## config.mk

```make
export PLATFORM = sky130hd
export DESIGN_NAME = tff_toggle_sched
export DESIGN_NICKNAME = d
export VERILOG_FILES = /design/src/rtl/tff_sched_pkg.sv /design/src/rtl/tff_sched_chan.sv /design/src/rtl/tff_toggle_sched.sv
export SDC_FILE = /design/constraint.sdc
export NUM_CORES = 1
export LEC_CHECK = 0
export ABC_AREA = 1
export CAP_MARGIN = 20
export CORE_MARGIN = 5
export CORE_UTILIZATION = 61
export DETAILED_ROUTE_END_ITERATION = 12
export PLACE_DENSITY = 0.8
export SYNTH_ARGS = -nofsm -noshare
export SYNTH_HDL_FRONTEND = slang
export SYNTH_SLANG_ARGS = --single-unit
```

## constraint.sdc

```tcl
create_clock -name clk -period 2.15 [get_ports clk]
set_input_delay 0.43 -clock clk [delete_from_list [all_inputs] [get_ports clk]]
set_output_delay 0.43 -clock clk [all_outputs]
set_load 0.01 [all_outputs]
```

## src/rtl/tff_sched_pkg.sv

```systemverilog
// Shared types and helpers for the toggle-flop enable scheduler.
package tff_sched_pkg;

   localparam int unsigned CNT_W_DEF = 8;

   typedef enum logic {
      CH_IDLE = 1'b0,
      CH_RUN  = 1'b1
   } ch_state_e;

   typedef struct packed {
      logic [CNT_W_DEF-1:0] period;
      logic [CNT_W_DEF-1:0] count;
   } ch_cfg_t;

   // Period counter reload value; a programmed period of 0 behaves as 1.
   function automatic logic [CNT_W_DEF-1:0] reload_val(input logic [CNT_W_DEF-1:0] p);
      return (p == '0) ? '0 : p - CNT_W_DEF'(1);
   endfunction

endpackage

```

## src/rtl/tff_sched_chan.sv

```systemverilog
// One scheduler channel: stored config, period and remaining counters, run FSM and the T-FF.
module tff_sched_chan
   import tff_sched_pkg::*;
#(
   parameter int unsigned CNT_W = CNT_W_DEF
) (
   input  logic             clk,
   input  logic             rst_n,
   input  logic             cfg_we,
   input  logic [CNT_W-1:0] cfg_period,
   input  logic [CNT_W-1:0] cfg_count,
   input  logic             start,
   input  logic             stop,
   output logic             busy,
   output logic             tgl_en,
   output logic             done,
   output logic             q
);

   ch_state_e        state_q;
   ch_cfg_t          cfg_q;
   logic [CNT_W-1:0] cnt_q;
   logic [CNT_W-1:0] rem_q;
   logic [CNT_W-1:0] per_q;
   logic             free_q;
   logic [CNT_W-1:0] start_reload;

   assign start_reload = CNT_W'(reload_val(cfg_q.period));

   // Reload value is captured at start so a config write in the start cycle cannot skew the run.
   always_ff @(posedge clk or negedge rst_n) begin
      if (!rst_n) begin
         state_q <= CH_IDLE;
         cfg_q   <= '{period: CNT_W_DEF'(1), count: '0};
         cnt_q   <= '0;
         rem_q   <= '0;
         per_q   <= '0;
         free_q  <= 1'b0;
         busy    <= 1'b0;
         tgl_en  <= 1'b0;
         done    <= 1'b0;
         q       <= 1'b0;
      end else begin
         q      <= q ^ tgl_en;
         tgl_en <= 1'b0;
         done   <= 1'b0;
         if (cfg_we) begin
            cfg_q <= '{period: CNT_W_DEF'(cfg_period), count: CNT_W_DEF'(cfg_count)};
         end
         case (state_q)
            CH_IDLE: begin
               if (start && !stop) begin
                  state_q <= CH_RUN;
                  busy    <= 1'b1;
                  cnt_q   <= start_reload;
                  per_q   <= start_reload;
                  rem_q   <= CNT_W'(cfg_q.count);
                  free_q  <= (cfg_q.count == '0);
               end
            end
            CH_RUN: begin
               if (stop || done) begin
                  state_q <= CH_IDLE;
                  busy    <= 1'b0;
               end else if (cnt_q == '0) begin
                  cnt_q  <= per_q;
                  tgl_en <= 1'b1;
                  if (!free_q) begin
                     rem_q <= rem_q - CNT_W'(1);
                     done  <= (rem_q == CNT_W'(1));
                  end
               end else begin
                  cnt_q <= cnt_q - CNT_W'(1);
               end
            end
            default: begin
               state_q <= CH_IDLE;
               busy    <= 1'b0;
            end
         endcase
      end
   end

endmodule

```

## src/rtl/tff_toggle_sched.sv

```systemverilog
// Multi-channel toggle-flop enable scheduler with a shared config write port.
module tff_toggle_sched
   import tff_sched_pkg::*;
#(
   parameter  int unsigned NUM_CH = 4,
   parameter  int unsigned CNT_W  = CNT_W_DEF,
   localparam int unsigned CH_W   = (NUM_CH > 1) ? $clog2(NUM_CH) : 1
) (
   input  logic              clk,
   input  logic              rst_n,
   input  logic              cfg_valid,
   output logic              cfg_ready,
   input  logic [CH_W-1:0]   cfg_ch,
   input  logic [CNT_W-1:0]  cfg_period,
   input  logic [CNT_W-1:0]  cfg_count,
   input  logic [NUM_CH-1:0] start,
   input  logic [NUM_CH-1:0] stop,
   output logic [NUM_CH-1:0] busy,
   output logic [NUM_CH-1:0] tgl_en,
   output logic [NUM_CH-1:0] done,
   output logic [NUM_CH-1:0] q
);

   logic [NUM_CH-1:0] cfg_we;

   // A running channel refuses config; out-of-range channel numbers are never accepted.
   assign cfg_ready = (32'(cfg_ch) < NUM_CH) && !busy[cfg_ch];

   for (genvar i = 0; i < NUM_CH; i++) begin : g_ch
      assign cfg_we[i] = cfg_valid && cfg_ready && (32'(cfg_ch) == i);

      tff_sched_chan #(
         .CNT_W (CNT_W)
      ) u_chan (
         .clk        (clk),
         .rst_n      (rst_n),
         .cfg_we     (cfg_we[i]),
         .cfg_period (cfg_period),
         .cfg_count  (cfg_count),
         .start      (start[i]),
         .stop       (stop[i]),
         .busy       (busy[i]),
         .tgl_en     (tgl_en[i]),
         .done       (done[i]),
         .q          (q[i])
      );
   end

endmodule

```

==> results.toml, run 1 <==
[place]
gp_congestion = 0.866
portBuffers = 45
dpl.hpwl_um = 16800
dp_cells = 1628

[floorplanning]
initial_core_util_pct = 62.2
fp-row-count = 47
chipHeight_um = 140
dieArea_mm2 = 0.0196
die_x_um = 140
ios = 46
core_area_mm2 = 0.0166

[clock_network]
cts_tree = "yes"
h-tree-depth = 4
cts_root_buffer = "clkbuf_16"
clkTransAtPathRegs_ns = 0.07
cts.sinks = 184
clock_latency_ns = 0.44
clk_path_buf_depth = 2
cts_buffers = 17

[detailed_routing]
initialDrtViolationCount = 926
drc = 0
wire_per_inst_um = 14.3
first_pass_iters = 5
via_per_inst = 5.50
vias = 9136
drt_wl_total_um = 23800
drtAntennaViolNets = 0

[global_routing]
antenna_found_initial = 0
grt_remaining_overflow = 0
grt_pass1_wl_um = 40800
grt_pass1_vias = 8674
grt_max_degree = 55
grtUsageTotal_pct = 25.2

[synthesis]
yosysWarnings = 0
synth_top_family_by_area = "simple AND/OR/NAND/NOR gates"
synthAdderAreaFrac_pct = 2.91
netlist_area_mm2 = 0.0103
synth-simple-area-share_pct = 29.3
synth.area.mux_share_pct = 0.0970
synth_compound_area_share_pct = 11.4
synthesis.nets = 1450
synthFlopType = "dfrtp_1"
avgSynthCellArea_um2 = 7.39
synth_edf_count = 0
syn_inst = 1397
yosys.cell_types.count = 35
synth_seq_cells = 184
synth_xor_xnor_area_share_pct = 1.19
async_flop_share_pct = 100
yosysSeqAreaShare_pct = 44.7

[setup_path]
crit_path_end_kind = "primary output"
arrival_ns = 1.53
cp.required_ns = 1.72
cp-start-kind = "flip-flop"
crit_path_max_fanout = 3
critPathKind = "reg -> out"

[timing]
whs_ns = 0.459
rsz0062_at_grt = "false"
finalCriticalPeriod_ns = 1.96
fmax_mhz = 509
setup_viol = 0
finalHoldViolations = 0
maxSlewHeadroom_pct = 58.7
drv_slew = 0
worst_pin_slew_ns = 0.619
fin_crit_sh_pct = 91.3
skew_ns = 0.00828

[pwr]
p_leak_nw = 5.88
ir_worst_vdd_mv = 0.696
power_w = 0.0139
p_per_area_mw_per_mm2 = 1200

[flow_run]
cap_violations = 0

[status]
outcome = "finished clean"

[finish]
final_common_cell = "nand2_1"
n_antenna_cell = 0
layout-drive-gt1-share_pct = 7.15
nNetsFinal = 1481
stdcell_count = 1661
syn2layout_area_growth_pct = 12.1
utilization_pct = 69.7
layout_common_cells = "372 x nand2_1, 180 x dfrtp_1, 179 x inv_1, 156 x o21ai_0, 132 x nand3_1"
fillers = 1353

[hold_path]
min_path_type = "reg -> reg"
power by group:
| part | switching [W] | total [W] | internal [W] |
|---|---|---|---|
| clock network | 0.00139 | 0.00334 | 0.00195 |
| logic | 0.00314 | 0.00497 | 0.00183 |
| registers | 0.000922 | 0.00556 | 0.00464 |
| total | 0.00546 | 0.0139 | 0.00842 |
state kept, by name, summed over array words and instances, names as in the netlist:
register             cells
g_ch.u_chan.cfg_q       64
g_ch.u_chan.cnt_q       32
g_ch.u_chan.per_q       32
g_ch.u_chan.rem_q       32
g_ch.u_chan.busy         4
g_ch.u_chan.done         4
g_ch.u_chan.free_q       4
g_ch.u_chan.q            4
g_ch.u_chan.state_q      4
g_ch.u_chan.tgl_en       4
cells by family after synthesis:
| logic type | count (synthesis) |
|---|---|
| and+or+nand+nor | 701 |
| buffers and inverters | 248 |
| AOI/OAI and AO/OA | 225 |
| DFF | 184 |
| adders and majority gates | 24 |
| xor gates and xnor gates | 14 |
| muxes | 1 |
cell usage after synthesis, types with 6 or more instances:
master | instances | share of area [%]
xor2_1 | 14 | 1.2
clkbuf_1 | 14 | 0.51
nand2_1 | 372 | 14
dfrtp_1 | 180 | 44
o211ai_1 | 6 | 0.44
nand2_2 | 7 | 0.42
a21oi_1 | 23 | 1.1
nor3_1 | 6 | 0.29
inv_2 | 6 | 0.22
buf_4 | 24 | 1.7
buf_2 | 19 | 0.92
nand3_1 | 132 | 6.4
nand4_1 | 34 | 2.1
nor2_1 | 124 | 4.5
inv_1 | 180 | 6.5
o21ai_1 | 29 | 1.4
or2_2 | 6 | 0.36
o21ai_0 | 156 | 7.6
ha_1 | 24 | 2.9
final timing paths:
kind / from / end / slack [ns] / depth (start not counted)
max reg2reg: g_ch[3].u_chan.cfg_q[11] / g_ch[3].u_chan.cnt_q[3] / 0.31 / 6
min in group asynchronous: rst_n / g_ch[0].u_chan.cnt_q[5] / 0.52 / 2
min reg2reg: g_ch[0].u_chan.q / g_ch[0].u_chan.q / 0.46 / 1
max: g_ch[3].u_chan.busy / cfg_ready / 0.19 / 4
max in group asynchronous: rst_n / g_ch[3].u_chan.per_q[0] / 0.93 / 3
min: g_ch[0].u_chan.q / g_ch[0].u_chan.q / 0.46 / 1
stage by stage:
| stage | area [um2] | setup WS (ns) | setup TNS [ns] |
|---|---|---|---|
| floorplan | 10300 | 0.659 | 0 |
| finish | 11600 | 0.187 | 0 |
| detailed placement | 10900 | -0.192 | -0.192 |
| CTS | 11600 | 0.165 | 0 |
| global placement | 10900 | -0.172 | -0.172 |
| global route | 11600 | 0.115 | 0 |
critical path, cell delays in order (launching register included):
cell           delay, ns
dfrtp_1             0.44
nand2_1             0.10
o21ai_1             0.10
a21oi_4             0.17
dlygate4sd2_1       0.29
cell type report:
class	instances	area [um2]	share of cell area, %
clock inverters	15	198	1.71
well taps	220	275	2.38
multi-input cells	965	4630	40.1
repair buffers	74	722	6.24
flip-flops and latches	184	4610	39.9
inverters	186	698	6.04
clock buffers	17	425	3.68
repair_timing:
action	in CTS	in global routing
setup endpoints to repair	1	0
hold endpoints to repair	46	0
hold buffers	1	0
gates resized for setup	3	0
setup buffers	0	0
metal layers:
metal | global-route usage, % | wire length, um
met1 | 34.5 | 10800
met5 | 0 | 0
met3 | 5.04 | 1170
met4 | 8.62 | 595
met2 | 40.3 | 11200
(Power assumes the default switching activity.)
==> run 2: changes to the inputs <==
CELL_PAD_IN_SITES_DETAIL_PLACEMENT = 2   (was unset)
CELL_PAD_IN_SITES_GLOBAL_PLACEMENT = 2   (was unset)
CORE_UTILIZATION = 36   (was 61)
PLACE_DENSITY = unset   (was 0.8)
PLACE_DENSITY_LB_ADDON = 0.1   (was unset)
==> run 2 against run 1 <==
Against the previous run: sequential cell count stayed put; clock skew grew 0.0064 ns; sequential share of layout area down 0.97 points; total power up 3.3%; critical path depth is 1 higher.
==> results.toml, run 2 (synthesized netlist as in run 1, its figures left out) <==
[timing]
setup_viol = 0
maxSlewHeadroom_pct = 57.6
worst_pin_slew_ns = 0.635
fin_crit_sh_pct = 95.8
skew_ns = 0.0147
finalHoldViolations = 0
fmax_mhz = 485
drv_slew = 0
fin_ws_ns = 0.0901
finalCriticalPeriod_ns = 2.06
rsz0062_at_grt = "false"

[finish]
largest_register = "g_ch.u_chan.cfg_q"
layout_common_cells = "372 x nand2_1, 180 x inv_1, 179 x dfrtp_1, 156 x o21ai_0, 132 x nand3_1"
nNetsFinal = 1489
layout-drive-gt1-share_pct = 7.59
utilization_pct = 41.6
syn2layout_area_growth_pct = 14.9
largest_reg_flops = 64
final_common_cell = "nand2_1"
n_antenna_cell = 0

[detailed_routing]
vias = 9183
drtAntennaViolNets = 0
via_per_inst = 5.01
wire_per_inst_um = 17.4
drt_wl_total_um = 31900
first_pass_iters = 4
initialDrtViolationCount = 284
drc = 0

[setup_path]
cp-start-kind = "input pin"
critPathKind = "in -> out"
r2r-start = "g_ch[2].u_chan.cnt_q[0]"
rrSetupSlack_ns = 0.29
r2r-end = "g_ch[2].u_chan.rem_q[3]"
arrival_ns = 1.63
crit_start = "cfg_ch[0]"
crit_path_end_kind = "primary output"
endpoint = "cfg_ready"
r2r.worst_path.cells = 9
cp.required_ns = 1.72
crit_path_max_fanout = 5

[global_routing]
grtUsageTotal_pct = 20.7
grt_pass1_vias = 10100
antenna_found_initial = 0
grt_max_degree = 57
grt_remaining_overflow = 0
grt_pass1_wl_um = 52900

[floorplanning]
core_area_mm2 = 0.0285
die_x_um = 179
chipHeight_um = 179
ios = 46
fp-row-count = 62
initial_core_util_pct = 36.2
dieArea_mm2 = 0.0321

[place]
gp_congestion = 0.792
place_ws_ns = -0.170
portBuffers = 45
dpl.hpwl_um = 23900

[pwr]
p_leak_nw = 5.93
power_frac_comb_pct = 36.9
p_int_w = 0.00844
ir_worst_vdd_mv = 0.410
p_per_area_mw_per_mm2 = 1210
switching_share_pct = 41.2
p_sw_w = 0.00590
power_frac_seq_pct = 39.2
clock_power_share_pct = 23.9

[hold_path]
min_path_type = "reg -> reg"

[clock_network]
clkTransAtPathRegs_ns = 0.07
post_cts_buffers = 0
cts_tree = "yes"
clock_latency_ns = 0.45
cts_buffers = 17
h-tree-depth = 4
cts.sinks = 184
cts_root_buffer = "clkbuf_16"
clk_path_buf_depth = 2

[flow_run]
cap_violations = 0

[status]
outcome = "finished clean"
run 2: cell types whose count changed in the layout (fill, tap and decap cells not counted), sizes merged:
| cell | change |
|---|---|
| clkinvlp | -2 |
| clkbuf | +3 |
| buf | +8 |
| inv | +1 |
| dlygate4sd2 | -1 |
| clkdlybuf4s50 | +1 |
| bufinv | -1 |
| clkinv | -1 |
run 2: final cells by class:
cell class                 instances  area (um2)
multi-input combinational        965        4630
fill                            3357       16600
tap                              384         480
clock inverter                    12         165
timing repair buffer              82         808
inverter                         186         698
sequential                       184        4610
clock buffer                      20         457
run 2: critical path, stage by stage:
cell             delay [ns]
clkdlybuf4s50_1        0.56
nand2_1                0.10
a21oi_2                0.19
a21oi_4                0.05
dlygate4sd2_1          0.30
run 2: power by group through the flow:
stage	sequential, W	clock [W]	combinational [W]
after floorplan	0.00533	0	0.00386
after global placement	0.00562	0	0.00506
after CTS	0.00564	0.00352	0.00543
after detailed placement	0.00569	0	0.00534
final	0.00562	0.00342	0.00530
after global routing	0.00580	0.00366	0.00615
run 2: stage by stage:
stage	instance area, um2	hold slack [ns]	total power (W)	instances	setup TNS [ns]
2_1_floorplan	10300	0.134	0.00919	1397	0
3_5_place_dp	11200	0.459	0.0110	1800	-0.170
3_3_place_gp	11200	0.451	0.0107	1800	-0.110
5_1_grt	11900	0.485	0.0156	1833	0
4_1_cts	11900	0.473	0.0146	1833	0
6_report	11900	0.466	0.0143	1833	0
run 2: worst min path at each step:
stage	startpoint	endpoint	slack (ns)	cells past startpoint
3_5_place_dp	rst_n	g_ch[1].u_chan.cnt_q[2]	0.46	1
3_3_place_gp	rst_n	g_ch[1].u_chan.cnt_q[3]	0.45	1
6_report	g_ch[2].u_chan.q	g_ch[2].u_chan.q	0.47	1
5_1_grt	g_ch[3].u_chan.q	g_ch[3].u_chan.q	0.49	1
2_1_floorplan	rst_n	g_ch[0].u_chan.busy	0.13	0
4_1_cts	g_ch[0].u_chan.tgl_en	g_ch[0].u_chan.q	0.47	1
run 2: per-layer routing:
| metal | track usage (%) | routed length, um |
|---|---|---|
| met1 | 26.7 | 14700 |
| met2 | 37.0 | 16400 |
| met3 | 2.66 | 414 |
| met4 | 4.82 | 378 |
| met5 | 0 | 0 |
run 2: timing repair:
item | in CTS | in global routing
endpoints found under the hold margin | 32 | 0
setup endpoints to repair | 2 | 0
gates resized for setup | 2 | 0
hold buffers | 1 | 0
